**config.mk**
```make
export PLATFORM = sky130hd
export DESIGN_NAME = hilo_muldiv_unit
export DESIGN_NICKNAME = d
export VERILOG_FILES = /design/src/rtl/hilo_pkg.sv /design/src/rtl/hilo_muldiv_unit_core.sv /design/src/rtl/hilo_muldiv_unit.sv
export SDC_FILE = /design/constraint.sdc
export NUM_CORES = 1
export LEC_CHECK = 0
export ABC_AREA = 1
export CAP_MARGIN = 20
export CORE_ASPECT_RATIO = 1.2
export CORE_MARGIN = 2
export CORE_UTILIZATION = 40
export CTS_CLUSTER_DIAMETER = 40
export DETAILED_ROUTE_END_ITERATION = 8
export PLACE_DENSITY = 0.63
export SYNTH_ARGS = -nofsm -noshare
export SYNTH_HDL_FRONTEND = slang
export SYNTH_SLANG_ARGS = --single-unit
```
**constraint.sdc**
```tcl
create_clock -name Clk -period 11.2 [get_ports Clk]
set_input_delay 2.8 -clock Clk [delete_from_list [all_inputs] [get_ports Clk]]
set_output_delay 2.8 -clock Clk [all_outputs]
set_load 0.02 [all_outputs]
```
**src/rtl/hilo_pkg.sv**
```systemverilog
// Shared op codes and FSM state encoding for the HI/LO multiply/divide unit.
package hilo_pkg;

  localparam logic [2:0] OP_MULT  = 3'b000;
  localparam logic [2:0] OP_MULTU = 3'b001;
  localparam logic [2:0] OP_DIV   = 3'b010;
  localparam logic [2:0] OP_DIVU  = 3'b011;
  localparam logic [2:0] OP_MADD  = 3'b100;
  localparam logic [2:0] OP_MSUB  = 3'b101;
  localparam logic [2:0] OP_MTHI  = 3'b110;
  localparam logic [2:0] OP_MTLO  = 3'b111;

  typedef enum logic [1:0] {
    ST_IDLE   = 2'd0,
    ST_CALC   = 2'd1,
    ST_FINISH = 2'd2
  } state_t;

endpackage

```
**src/rtl/hilo_muldiv_unit_core.sv**
```systemverilog
// Unsigned iterative engine: one shift-add (multiply) or restoring
// shift-subtract (divide) step per cycle on a shared 2*WIDTH accumulator.
module hilo_iter_core #(
  parameter int WIDTH = 32
) (
  input  logic               Clk,
  input  logic               Reset,
  input  logic               load,
  input  logic               step,
  input  logic               is_div,
  input  logic [WIDTH-1:0]   a_mag,
  input  logic [WIDTH-1:0]   b_mag,
  output logic [2*WIDTH-1:0] acc,
  output logic               last
);

  localparam int CNT_W = $clog2(WIDTH) + 1;

  logic [2*WIDTH-1:0] acc_q;
  logic [2*WIDTH-1:0] acc_nxt;
  logic [WIDTH-1:0]   opnd_q;
  logic [CNT_W-1:0]   cnt;
  logic [WIDTH:0]     mul_sum;
  logic [WIDTH:0]     div_shift;
  logic [WIDTH-1:0]   div_diff;
  logic               div_ge;

  // Low half holds multiplier (consumed LSB first) or dividend/quotient;
  // high half holds the partial product or the running remainder.
  always_comb begin
    mul_sum   = {1'b0, acc_q[2*WIDTH-1:WIDTH]} + (acc_q[0] ? {1'b0, opnd_q} : '0);
    div_shift = acc_q[2*WIDTH-1:WIDTH-1];
    div_ge    = div_shift >= {1'b0, opnd_q};
    div_diff  = div_shift[WIDTH-1:0] - opnd_q;
    if (is_div) begin
      if (div_ge) acc_nxt = {div_diff, acc_q[WIDTH-2:0], 1'b1};
      else        acc_nxt = {div_shift[WIDTH-1:0], acc_q[WIDTH-2:0], 1'b0};
    end else begin
      acc_nxt = {mul_sum, acc_q[WIDTH-1:1]};
    end
  end

  always_ff @(posedge Clk) begin
    if (load) begin
      acc_q  <= {{WIDTH{1'b0}}, a_mag};
      opnd_q <= b_mag;
    end else if (step) begin
      acc_q  <= acc_nxt;
    end
  end

  always_ff @(posedge Clk or posedge Reset) begin
    if (Reset)     cnt <= '0;
    else if (load) cnt <= '0;
    else if (step) cnt <= cnt + CNT_W'(1);
  end

  assign acc  = acc_q;
  assign last = (cnt == CNT_W'(WIDTH - 1));

endmodule

```
**src/rtl/hilo_muldiv_unit.sv**
```systemverilog
// MIPS HI/LO register pair with an iterative MULT/DIV/MADD/MSUB engine and
// single-cycle MTHI/MTLO; Busy lets the controller stall dependent ops.
module hilo_muldiv_unit
  import hilo_pkg::*;
#(
  parameter int WIDTH = 32
) (
  input  logic             Clk,
  input  logic             Reset,
  input  logic             Start,
  input  logic [2:0]       Op,
  input  logic [WIDTH-1:0] OperandA,
  input  logic [WIDTH-1:0] OperandB,
  input  logic             HiRead,
  input  logic             LoRead,
  output logic [WIDTH-1:0] HiOut,
  output logic [WIDTH-1:0] LoOut,
  output logic             Busy,
  output logic             Done,
  output logic             DivByZero
);

  state_t state, state_nxt;

  logic [WIDTH-1:0]   hi, lo;
  logic [2:0]         op_q;
  logic               sign_a_q, sign_b_q, b_zero_q;
  logic [WIDTH-1:0]   a_raw_q;
  logic               accept, engine_op, signed_op, sign_a, sign_b, is_div_q;
  logic [WIDTH-1:0]   a_mag, b_mag;
  logic [2*WIDTH-1:0] core_acc;
  logic               core_last;

  logic signed [2*WIDTH-1:0] prod_s;
  logic signed [2*WIDTH-1:0] hilo_s;
  logic signed [WIDTH-1:0]   quo_s, rem_s;
  logic [2*WIDTH-1:0]        result;

  assign accept    = Start && (state == ST_IDLE);
  assign engine_op = (Op != OP_MTHI) && (Op != OP_MTLO);
  assign signed_op = (Op == OP_MULT) || (Op == OP_DIV) || (Op == OP_MADD) || (Op == OP_MSUB);
  assign sign_a    = signed_op && OperandA[WIDTH-1];
  assign sign_b    = signed_op && OperandB[WIDTH-1];
  assign a_mag     = sign_a ? -OperandA : OperandA;
  assign b_mag     = sign_b ? -OperandB : OperandB;
  assign is_div_q  = (op_q == OP_DIV) || (op_q == OP_DIVU);

  hilo_iter_core #(.WIDTH(WIDTH)) u_core (
    .Clk    (Clk),
    .Reset  (Reset),
    .load   (accept && engine_op),
    .step   (state == ST_CALC),
    .is_div (is_div_q),
    .a_mag  (a_mag),
    .b_mag  (b_mag),
    .acc    (core_acc),
    .last   (core_last)
  );

  always_comb begin
    state_nxt = state;
    case (state)
      ST_IDLE:   if (accept && engine_op) state_nxt = ST_CALC;
      ST_CALC:   if (core_last) state_nxt = ST_FINISH;
      ST_FINISH: state_nxt = ST_IDLE;
      default:   state_nxt = ST_IDLE;
    endcase
  end

  always_ff @(posedge Clk or posedge Reset) begin
    if (Reset) state <= ST_IDLE;
    else       state <= state_nxt;
  end

  always_ff @(posedge Clk) begin
    if (accept && engine_op) begin
      op_q     <= Op;
      sign_a_q <= sign_a;
      sign_b_q <= sign_b;
      b_zero_q <= (OperandB == '0);
      a_raw_q  <= OperandA;
    end
  end

  // FINISH: sign correction, accumulate and divide-by-zero override
  always_comb begin
    prod_s = $signed(core_acc);
    if (sign_a_q ^ sign_b_q) prod_s = -prod_s;
    hilo_s = $signed({hi, lo});
    quo_s  = $signed(core_acc[WIDTH-1:0]);
    rem_s  = $signed(core_acc[2*WIDTH-1:WIDTH]);
    if (sign_a_q ^ sign_b_q) quo_s = -quo_s;
    if (sign_a_q)            rem_s = -rem_s;
    case (op_q)
      OP_MADD: result = hilo_s + prod_s;
      OP_MSUB: result = hilo_s - prod_s;
      OP_DIV, OP_DIVU: begin
        if (b_zero_q) result = {a_raw_q, {WIDTH{1'b1}}};
        else          result = {rem_s, quo_s};
      end
      default: result = prod_s;
    endcase
  end

  always_ff @(posedge Clk or posedge Reset) begin
    if (Reset) begin
      hi <= '0;
      lo <= '0;
    end else if (state == ST_FINISH) begin
      hi <= result[2*WIDTH-1:WIDTH];
      lo <= result[WIDTH-1:0];
    end else if (accept && (Op == OP_MTHI)) begin
      hi <= OperandA;
    end else if (accept && (Op == OP_MTLO)) begin
      lo <= OperandA;
    end
  end

  assign HiOut     = HiRead ? hi : '0;
  assign LoOut     = LoRead ? lo : '0;
  assign Busy      = (state != ST_IDLE);
  assign Done      = (state == ST_FINISH);
  assign DivByZero = (state == ST_FINISH) && is_div_q && b_zero_q;

endmodule

```
==> results by group <==
Final layout
  – # diodes: 0
  – Cell Count, Final, Fillers Out: 4954
  – Area Growth Syn to Fin: 13.6%
  – Layout Nets: 4326
  – Most common cell after layout, fill and taps aside: nand2_1
  – Share of cells above drive strength 1: 0.0441
  – Most frequent cells in the layout: 1063 x nand2_1, 583 x inv_1, 495 x nor2_1, 305 x o21ai_0, 289 x a21oi_1

Clock network
  – Clk Latency, worst-skew pair: 0.58 ns
  – CTS tree: yes
  – Setup repair bufs after CTS: 0
  – CTS sink count: 206
  – Cts hold-fix bufs: 0
  – Clock Pin Slew Worst Setup and Hold Paths: 0.05 ns
  – Root buffer cell: clkbuf_16
  – Gates resized, CTS repair: 0
  – Htree depth: 2
  – Total CTS buffers: 36
  – Clk buf depth: 3

STA
  – Fmax: 136 MHz
  – Worst slew pin tran: 0.967 ns
  – Setup TNS: 0 ns
  – RSZ-0062 raised after global routing: false
  – Clk_skew: 0.0255 ns
  – Final-report setup violation count: 0
  – Slew Limit Fails: 0
  – Final Hold Fails: 0
  – Relative slew slack: 0.355
  – Tcrit/Tclk final: 0.659
  – Fin crit period: 7.38 ns

Global route
  – Congestion Overflow GR: 0
  – Largest net degree at the start of global routing: 89
  – Total track usage: 0.313
  – Initial antenna violation count: 0
  – First-pass GRT wire length: 151000 um
  – Vias in the first global route: 25.5k

Floorplan
  – Die area: 63100 um^2
  – Starting density of the core: 0.403
  – Die X: 230 um
  – Core Box Area: 60600 um^2
  – IO Pins: 139
  – Cell Rows: 99
  – Die height: 275 um

Setup path
  – Worst Reg-to-Reg Cells: 27
  – FF-to-FF Start: u_core.acc[0]$_DFFE_PP_
  – Worst setup EP type: output port
  – Arrival @ worst endpoint: 4.58 ns
  – CP Class: input port to output port
  – Worst-path fanout max: 19
  – Crit start category: input port
  – CP required: 8.40 ns
  – FF-to-FF End: hi[9]$_DFFE_PP0P_
  – FF-to-FF setup slack: 5.03 ns

Synth
  – Mapped Cells: 4037
  – Mean Syn Cell Area: 6.05 um^2
  – Syn nets: 4245
  – Sequential area share after synthesis: 0.225
  – Synthesized area: 24400 um^2
  – Synth Register Bits: 206
  – Synth cell types: 63
  – YS warnings: 0

Pwr
  – Comb pwr share: 0.647
  – Int Power: 3.23 mW
  – PD cells: 259 nW/um^2
  – Clock power share: 0.153
  – Sw frac: 0.551
  – Seq pwr share: 0.200
  – Peak supply drop: 0.132 mV
  – Leakage: 13.2 nW
  – Switching pwr: 3.96 mW
  – Final total power: 7.19 mW

Drt
  – 1st-iter DRT viols: 2810
  – Top Layer Used: met4
  – Via count: 27.2k
  – Antenna-violating nets left: 0
  – DRC: 0
  – DR WL/cell: 20.4 um
  – Wl on met1: 40500 um
  – Met2 wire length: 46400 um
  – Final WL: 101000 um
  – Drt pass-1 iters: 6
  – WL met3: 6360 um
  – Vias per Instance: 5.49

Place
  – HPWL Detailed: 81900 um
  – Cell count after placement: 4886
  – Gpl congestion: 1.02
  – Number of port buffers: 138

Outcome
  – Status: complete, no violations

Hold path
  – Hold Path Stages: 1
  – HP Class: flip-flop to flip-flop
  – Hold EP: state[1]$_DFFE_PP0P_
  – Min-delay src: u_core.cnt[5]$_DFFE_PP0P_

Job
  – Max-cap violations: 0
Yosys cell counts, drive strengths merged:
cell | instances | area share
dfrtp | 72 | 0.074
o2111ai | 1 | 0.00036
nor3b | 4 | 0.0012
mux2 | 1 | 0.00046
o21bai | 8 | 0.0025
o221a | 1 | 0.00046
edfxtp | 102 | 0.13
o211ai | 80 | 0.025
a221oi | 2 | 0.00072
o22ai | 8 | 0.0020
a311oi | 1 | 0.00036
or2 | 13 | 0.0033
a41oi | 2 | 0.00072
clkinv | 8 | 0.0013
fa | 3 | 0.0025
nand2 | 1088 | 0.17
a2bb2oi | 1 | 0.00036
nor3 | 53 | 0.012
nor4 | 20 | 0.0051
clkbuf | 89 | 0.014
o31ai | 3 | 0.00092
nand4 | 42 | 0.011
xor2 | 119 | 0.043
o41ai | 1 | 0.00036
xnor2 | 44 | 0.016
dfxtp | 32 | 0.026
o221ai | 19 | 0.0068
ha | 133 | 0.068
o21ai | 320 | 0.067
a21oi | 293 | 0.061
a22oi | 1 | 0.00031
o21a | 8 | 0.0025
buf | 33 | 0.0080
a21boi | 5 | 0.0015
and2 | 3 | 0.00077
a22o | 6 | 0.0022
nand3 | 212 | 0.045
o311ai | 1 | 0.00036
a21o | 18 | 0.0055
nand3b | 7 | 0.0022
nor2 | 519 | 0.082
a31oi | 65 | 0.017
inv | 591 | 0.091
o32a | 2 | 0.00082
and3 | 3 | 0.00077
metal layers:
metal / up-vias / global-route usage
li1: 13400 / -
met1: 12500 / 0.380
met2: 1060 / 0.521
met3: 260 / 0.0367
met4: 0 / 0.212
met5: - / 0
cell type report:
| class | count | area (um^2) |
|---|---|---|
| repair buffers | 165 | 1610 |
| inverters | 599 | 2250 |
| flip-flops and latches | 206 | 5510 |
| clock buffers | 42 | 923 |
| fillers | 6551 | 32800 |
| multi-input cells | 3110 | 16200 |
| well taps | 808 | 1010 |
| clock inverters | 24 | 248 |
worst max-delay path, stage by stage:
cell and delay, ns:
clkdlybuf4s50_1 0.82, buf_8 0.23, nand2_1 0.08, inv_1 0.05, clkdlybuf4s50_1 0.59
per-stage QoR:
stage               utilization  setup slack (ns)  hold slack (ns)  instance area (um^2)
floorplan                     -              5.13            0.418                 24400
global placement          0.438              3.60            0.439                 26500
detailed placement        0.438              3.52            0.442                 26500
CTS                       0.458              3.53            0.453                 27700
global route              0.458              3.70            0.479                 27800
finish                    0.458              3.82            0.447                 27800
state kept, by name, indices dropped and copies added (netlist names):
| register | flops |
|---|---|
| hi | 32 |
| u_core.cnt | 6 |
| state | 2 |
| a_raw_q | 32 |
| op_q | 3 |
| u_core.acc | 64 |
| u_core.opnd_q | 32 |
| lo | 32 |
| sign_a_q | 1 |
| sign_b_q | 1 |
| b_zero_q | 1 |
power by group through the flow:
stage / combinational, mW / clock, mW / sequential (mW)
final: 4.65 / 1.10 / 1.44
after global routing: 5.19 / 1.14 / 1.45
after CTS: 4.56 / 1.12 / 1.42
after detailed placement: 4.54 / 0 / 1.43
after global placement: 4.53 / 0 / 1.43
after floorplan: 3.34 / 0 / 1.21
worst max-delay path by stage:
stage | cells past startpoint | endpoint | from | slack (ns)
global route | 5 | HiOut[0] | HiRead | 3.70
floorplan | 3 | HiOut[10] | HiRead | 5.13
CTS | 4 | LoOut[22] | LoRead | 3.53
detailed placement | 4 | LoOut[22] | LoRead | 3.52
global placement | 4 | HiOut[23] | HiRead | 3.60
finish | 5 | HiOut[3] | HiRead | 3.82
logic make-up (layout without fill, tap and decap cells):
family | count (synthesis) | after routing | share of synthesized area
simple gates | 1964 | 1964 | 0.334
compound gates | 846 | 846 | 0.197
buf+inv | 721 | 830 | 0.114
flops | 206 | 206 | 0.225
xor+xnor | 163 | 163 | 0.0584
fa+ha+maj | 136 | 136 | 0.0706
mux | 1 | 1 | 0.000461
Power figures use the tool's default switching activity.
